<file path="src/rtl/mips_pkg.sv">
// Shared MIPS pipeline definitions: write-back result-select encodings,
// register-file constants and the link-address helper.
package mips_pkg;

    localparam logic [1:0] MTR_ALU  = 2'b00;
    localparam logic [1:0] MTR_DM   = 2'b01;
    localparam logic [1:0] MTR_LINK = 2'b10;
    localparam logic [1:0] MTR_IMM  = 2'b11;

    localparam logic [4:0] REG_ZERO = 5'd0;
    localparam int         NUM_GPR  = 32;

    // jal/jalr link value is PC+8, i.e. the W-stage PC+4 plus one more word
    function automatic logic [31:0] link_value(input logic [31:0] pc4);
        return pc4 + 32'd4;
    endfunction

endpackage

</file>
<file path="src/rtl/wb_data_mux.sv">
// W-stage result select: 4:1 mux over ALU result, DM data, link value and
// immediate. Shared with the forwarding unit so both see identical data.
module wb_data_mux (
    input  logic [31:0] pc4,
    input  logic [31:0] alu_out,
    input  logic [31:0] dr,
    input  logic [31:0] imm,
    input  logic [1:0]  mem_to_reg,
    output logic [31:0] wd
);
    import mips_pkg::*;

    // result select
    always_comb begin
        wd = 32'd0;
        case (mem_to_reg)
            MTR_ALU:  wd = alu_out;
            MTR_DM:   wd = dr;
            MTR_LINK: wd = link_value(pc4);
            MTR_IMM:  wd = imm;
            default:  wd = 32'd0;
        endcase
    end

endmodule

</file>
<file path="src/rtl/wb_regfile.sv">
// Write-back stage: GPR file with write-through bypass to the D-stage read
// ports, plus a retired-instruction counter for trace/debug.
module wb_regfile #(
    parameter int NUM_GPR = 32,
    parameter int CNT_W   = 32
) (
    input  logic             clk,
    input  logic             reset,
    input  logic [31:0]      PC4_W,
    input  logic [31:0]      IR_W,
    input  logic [31:0]      ALUOut_W,
    input  logic [31:0]      DR_W,
    input  logic [31:0]      imm_W,
    input  logic [4:0]       WA_W,
    input  logic             RegWrite_W,
    input  logic [1:0]       MemtoReg_W,
    input  logic [4:0]       RA1,
    input  logic [4:0]       RA2,
    output logic [31:0]      RD1,
    output logic [31:0]      RD2,
    output logic [31:0]      WD_W,
    output logic [CNT_W-1:0] retired
);
    import mips_pkg::*;

    logic [31:0]      gpr_r [NUM_GPR];
    logic [CNT_W-1:0] retired_r;
    logic             we_s;

    wb_data_mux u_wb_data_mux (
        .pc4        (PC4_W),
        .alu_out    (ALUOut_W),
        .dr         (DR_W),
        .imm        (imm_W),
        .mem_to_reg (MemtoReg_W),
        .wd         (WD_W)
    );

    // writes to $0 are dropped here so storage for $0 never changes
    always_comb begin
        we_s = RegWrite_W && (WA_W != REG_ZERO);
    end

    // GPR storage; reset clears every register
    always_ff @(posedge clk or negedge reset) begin
        if (!reset) begin
            for (int i = 0; i < NUM_GPR; i++) begin
                gpr_r[i] <= 32'd0;
            end
        end else if (we_s) begin
            gpr_r[WA_W] <= WD_W;
        end
    end

    // read port 1 with same-cycle write-through bypass
    always_comb begin
        if (RA1 == REG_ZERO) begin
            RD1 = 32'd0;
        end else if (we_s && (RA1 == WA_W)) begin
            RD1 = WD_W;
        end else begin
            RD1 = gpr_r[RA1];
        end
    end

    // read port 2, independent of port 1
    always_comb begin
        if (RA2 == REG_ZERO) begin
            RD2 = 32'd0;
        end else if (we_s && (RA2 == WA_W)) begin
            RD2 = WD_W;
        end else begin
            RD2 = gpr_r[RA2];
        end
    end

    // retire counter: any non-bubble W instruction counts, wrapping silently
    always_ff @(posedge clk or negedge reset) begin
        if (!reset) begin
            retired_r <= {CNT_W{1'b0}};
        end else if (IR_W != 32'd0) begin
            retired_r <= retired_r + CNT_W'(1);
        end
    end

    assign retired = retired_r;

endmodule

</file>
<file path="config.mk">
export PLATFORM = sky130hd
export DESIGN_NAME = wb_regfile
export DESIGN_NICKNAME = d
export VERILOG_FILES = /design/src/rtl/mips_pkg.sv /design/src/rtl/wb_data_mux.sv /design/src/rtl/wb_regfile.sv
export SDC_FILE = /design/constraint.sdc
export NUM_CORES = 2
export LEC_CHECK = 0
export CAP_MARGIN = 20
export CORE_MARGIN = 2
export CORE_UTILIZATION = 55
export CTS_CLUSTER_SIZE = 12
export DETAILED_ROUTE_END_ITERATION = 7
export HOLD_SLACK_MARGIN = 0.12
export PLACE_DENSITY = 0.87
export RECOVER_POWER = 50
export SETUP_SLACK_MARGIN = 0.5
export SYNTH_ARGS = -nofsm -noshare
export SYNTH_HDL_FRONTEND = slang
export SYNTH_SLANG_ARGS = --single-unit
</file>
<file path="constraint.sdc">
create_clock -name clk -period 2.8 [get_ports clk]
set_input_delay 0.56 -clock clk [delete_from_list [all_inputs] [get_ports clk]]
set_output_delay 0.56 -clock clk [all_outputs]
set_load 0.005 [all_outputs]
</file>
==> impl_metrics.csv, run 1 <==
group,metric,value,unit
yosys,synth_cell_type_count,68,
yosys,netlist_instances,5135,
yosys,synth.area.top_cells,"dfrtp_1, mux4_2, o21ai_0",
outcome,first-error,"[ERROR GRT-0232] Routing congestion too high. Check the congestion heatmap in the GUI.",
placed_design,placed_cells,7007,
yosys,ys_seq_area_share,47.28,%
yosys,yosysWarnings,0,
die,start_util,55.65,%
yosys,syn_area,55890,um^2
yosys,synthFlopType,"dfrtp_1",
clocking,cts_buffers,109,
yosys,syn-num-nets,5318,
placed_design,hpwlAfterDp,145800,um
placed_design,port_buffers,307,
die,boundaryPins,308,
grt,track_usage,75.91,%
yosys,synth_commonest_cells,"nand2_1, dfrtp_1, o21ai_0, mux4_2, clkbuf_1",
yosys,synth-edff-count,0,
die,die_width,322.8,um
clocking,htreeDepth,3,
placed_design,routabilityCongestion,0.9847,
outcome,stop_stage,"5_1_grt",
grt,gr-total-overflow,146,
yosys,synth-seq-cells,1056,
clocking,clock-sinks,1056,
die,core.rowCount,116,
yosys,synth_area_per_cell,10.88,um^2
yosys,synth_largest_area_cell,"dfrtp_1",
outcome,outcome,"stopped before the end",
yosys,yosysMostFrequentCell,"nand2_1",
clocking,clockBufferDepth,3,
grt,grt_max_degree,148,
yosys,synth_top_cell_area_share,47.28,%
yosys,async_flop_share,100.0,%
die,die_y,322.8,um
clocking,cts-root-buf,"clkbuf_16",
-- repair_timing --
action | CTS
buffers inserted | 258
hold endpoints to repair | 141
pin swaps | 274
endpoints found under the setup margin | 595
gates resized for setup | 1106
cloned | 15
hold buffers | 1
-- per-layer routing --
layer,track usage [%],GRT overflow
met5,69.86,4
met4,71.36,55
met3,73.52,12
met2,85.68,53
met1,71.10,22
-- logic make-up after synthesis --
kind of cell	after synthesis	share of synthesized area, %
simple gates	1446	10.65
mux	612	22.30
xor+xnor	62	0.9715
buf+inv	573	4.390
fa+ha+maj	3	0.06716
flops	1056	47.28
compound gates	1383	14.35
-- metrics by stage --
stage	util (%)	cell area, um^2	hold slack (ns)	worst slack, ns
after detailed placement	66.31	66600	0.3820	-1.325
after floorplan	-	57730	0.2644	0.1057
after global placement	66.31	66600	0.3768	-1.192
after CTS	74.75	75080	0.2849	-0.5055
==> inputs of run 2 (changes only) <==
--- a/config.mk
+++ b/config.mk
@@ -7,13 +7,10 @@
 export LEC_CHECK = 0
 export CAP_MARGIN = 20
 export CORE_MARGIN = 2
-export CORE_UTILIZATION = 55
-export CTS_CLUSTER_SIZE = 12
+export CORE_UTILIZATION = 40
 export DETAILED_ROUTE_END_ITERATION = 7
-export HOLD_SLACK_MARGIN = 0.12
-export PLACE_DENSITY = 0.87
+export PLACE_DENSITY_LB_ADDON = 0.15
 export RECOVER_POWER = 50
-export SETUP_SLACK_MARGIN = 0.5
 export SYNTH_ARGS = -nofsm -noshare
 export SYNTH_HDL_FRONTEND = slang
 export SYNTH_SLANG_ARGS = --single-unit
==> constraint.sdc (replaced) <==
create_clock -name clk -period 3.65 [get_ports clk]
set_input_delay 0.73 -clock clk [delete_from_list [all_inputs] [get_ports clk]]
set_output_delay 0.73 -clock clk [all_outputs]
set_load 0.005 [all_outputs]
==> run 2 against run 1 <==
The flow now finishes, with violations (max-capacitance violations, max-slew violations, negative setup slack). Synthesized cell count did not move. Area after synthesis did not move.
==> impl_metrics.csv, run 2 <==
group,metric,value,unit
cells_and_area,drive_above_1_share,32.30,%
route,ant_nets,0,
setup_path,critPathMaxFanout,4,
yosys,syn-num-nets,5318,
grt,grt_max_degree,96,
timing,fin_ws,-0.02602,ns
route,drt-pass1-iter-count,6,
placed_design,place_area,66690,um^2
route,drc,0,
timing,period_share,100.7,%
cells_and_area,num-nets-final,6057,
die,boundaryPins,308,
yosys,synth_cell_type_count,68,
timing,max_freq,272.0,MHz
yosys,ys_seq_area_share,47.28,%
die,die_width,377.8,um
yosys,synthFlopType,"dfrtp_1",
pwr,p_comb_share,24.1,%
clocking,cts_tree,"built",
timing,min_period,3.676,ns
cells_and_area,synthToLayoutAreaGrowth,32.16,%
pwr,ir_drop,0.0004031,V
cells_and_area,final_cell_mix,"nand2_1, dfrtp_1, o21ai_0",
pwr,leakage,32.38,nW
yosys,syn_area,55890,um^2
cells_and_area,stdcell_area,73870,um^2
timing,rsz0062_at_grt,"true",
grt,grt_pass1_vias,46371,
yosys,synth.area.top_cells,"dfrtp_1, mux4_2, o21ai_0",
cells_and_area,final_common_cell,"nand2_1",
yosys,yosysMostFrequentCell,"nand2_1",
flow_run,maxCapViolations,12,
die,core_area,139000,um^2
setup_path,critPathArrivalTime,2.95,ns
clocking,cts-root-buf,"clkbuf_16",
timing,worst_pin_slew,2.484,ns
route,vias_per_cell,5.998,
grt,grt_pass1_wl,335600,um
placed_design,hpwlAfterDp,153200,um
clocking,cts_buffers,120,
clocking,htreeDepth,3,
timing,slew_headroom,-65.62,%
die,start_util,40.21,%
route,totalWireLength,235400,um
clocking,clockBufferDepth,3,
yosys,synth_top_cell_area_share,47.28,%
timing,setup_tns,-0.06938,ns
setup_path,worstSetupPathType,"in2out",
timing,finalMaxSlewViolations,509,
pwr,p_switching,11.29,mW
yosys,synth_commonest_cells,"nand2_1, dfrtp_1, o21ai_0, mux4_2, clkbuf_1",
setup_path,crit_required,2.92,ns
yosys,synth_largest_area_cell,"dfrtp_1",
clocking,path_clk_slew,0.06,ns
timing,hold_violations,0,
yosys,netlist_instances,5135,
clocking,clock-sinks,1056,
clocking,worst_skew_pair.late_latency,0.76,ns
setup_path,cp-start-kind,"input port",
grt,gr-total-overflow,0,
route,vias,47112,
grt,track_usage,32.82,%
placed_design,port_buffers,307,
min_path,holdCritPathClass,"reg2reg",
pwr,clock_power_share,34.1,%
pwr,swShare,29.97,%
yosys,synth-edff-count,0,
timing,setup_violations,5,
die,die_y,377.8,um
die,core.rowCount,137,
pwr,p_seq_share,41.8,%
route,dr.first_iter.drc_count,4757,
route,routedWlPerCell,29.97,um
cells_and_area,largest_reg_flops,1024,
yosys,async_flop_share,100.0,%
placed_design,routabilityCongestion,0.8960,
cells_and_area,top_register,"gpr_r",
outcome,violations,"max-capacitance violations, max-slew violations, negative setup slack",
yosys,yosysWarnings,0,
setup_path,cp-end-kind,"primary output",
yosys,synth-seq-cells,1056,
die,die-area,142700,um^2
timing,fin_skew,0.004406,ns
outcome,outcome,"finished with violations",
pwr,power.density,510.1,nW/um^2
grt,antenna_found_initial,10,
yosys,synth_area_per_cell,10.88,um^2
pwr,intPower,26.39,mW
run 2: cell counts after synthesis:
Identical to the previous run, type by type.
run 2: worst max-delay path, stage by stage:
cell,delay [ns]
buf_6,0.10
nor3_4,0.18
nor3b_4,0.32
nor3_4,0.09
buf_6,0.15
buf_12,0.14
buf_16,0.14
buf_4,0.17
a221oi_2,0.26
o221a_2,0.32
a211oi_1,0.07
dlygate4sd2_1,0.27
run 2: layout make-up:
type / instances / area, um^2
fillers: 12126 / 65150
diodes: 6 / 15.01
repair buffers: 1148 / 11930
clock inverters: 49 / 655.6
flip-flops and latches: 1056 / 26430
multi-input cells: 3506 / 28840
well taps: 1876 / 2347
inverters: 42 / 172.7
clock buffers: 171 / 3487
run 2: cells by family after synthesis:
| group | after synthesis | synth area share, % |
|---|---|---|
| buf+inv | 573 | 4.390 |
| flops | 1056 | 47.28 |
| mux | 612 | 22.30 |
| compound gates | 1383 | 14.35 |
| simple gates | 1446 | 10.65 |
| xor+xnor | 62 | 0.9715 |
| fa+ha+maj | 3 | 0.06716 |
run 2: worst paths after layout:
| check | startpoint | to | slack [ns] | depth (start not counted) |
|---|---|---|---|---|
| worst min register to register | gpr_r[1012] | gpr_r[1012] | 0.39 | 0 |
| min in group asynchronous | reset | gpr_r[742] | 1.24 | 2 |
| max in group asynchronous | reset | gpr_r[152] | 0.25 | 3 |
| worst max-delay path | WA_W[4] | RD1[21] | -0.03 | 12 |
| worst max register to register | retired[3] | retired[28] | 1.51 | 5 |
| worst min-delay path | gpr_r[1012] | gpr_r[1012] | 0.39 | 0 |
run 2: through the flow:
step	hold slack, ns	instances	power (mW)	worst slack, ns	utilization, %
2_1_floorplan	0.4344	5135	20.51	0.3320	-
3_3_place_gp	0.3766	7478	24.12	-0.9769	47.97
3_5_place_dp	0.3833	7478	24.43	-1.028	47.97
4_1_cts	0.3956	7808	37.63	-0.1123	52.86
5_1_grt	0.4108	7853	39.35	-0.1073	53.14
6_report	0.3913	7854	37.68	-0.02602	53.14
run 2: metal layers:
layer	GRT usage (%)	vias to the layer above	wire (um)
li1	-	20261	-
met1	45.51	24086	96480
met2	49.86	2240	105200
met3	7.466	517	21830
met4	13.46	8	11810
met5	0	-	49
run 2: power groups by stage:
stage / registers (mW) / logic (mW) / clock network, mW
finish: 15.7 / 9.07 / 12.9
global route: 16.0 / 9.85 / 13.5
CTS: 15.7 / 8.94 / 13.0
detailed placement: 15.9 / 8.55 / 0
global placement: 15.7 / 8.40 / 0
floorplan: 15.3 / 5.20 / 0
run 2: timing repair:
item                                    CTS  global route
endpoints found under the setup margin   92            64
hold endpoints to repair                  2             0
resized for setup                       510           153
buffers inserted                        105            43
pin swaps                                97            76
hold buffers                              1             0
gates cloned                             13             2
(Power assumes the default switching activity.)
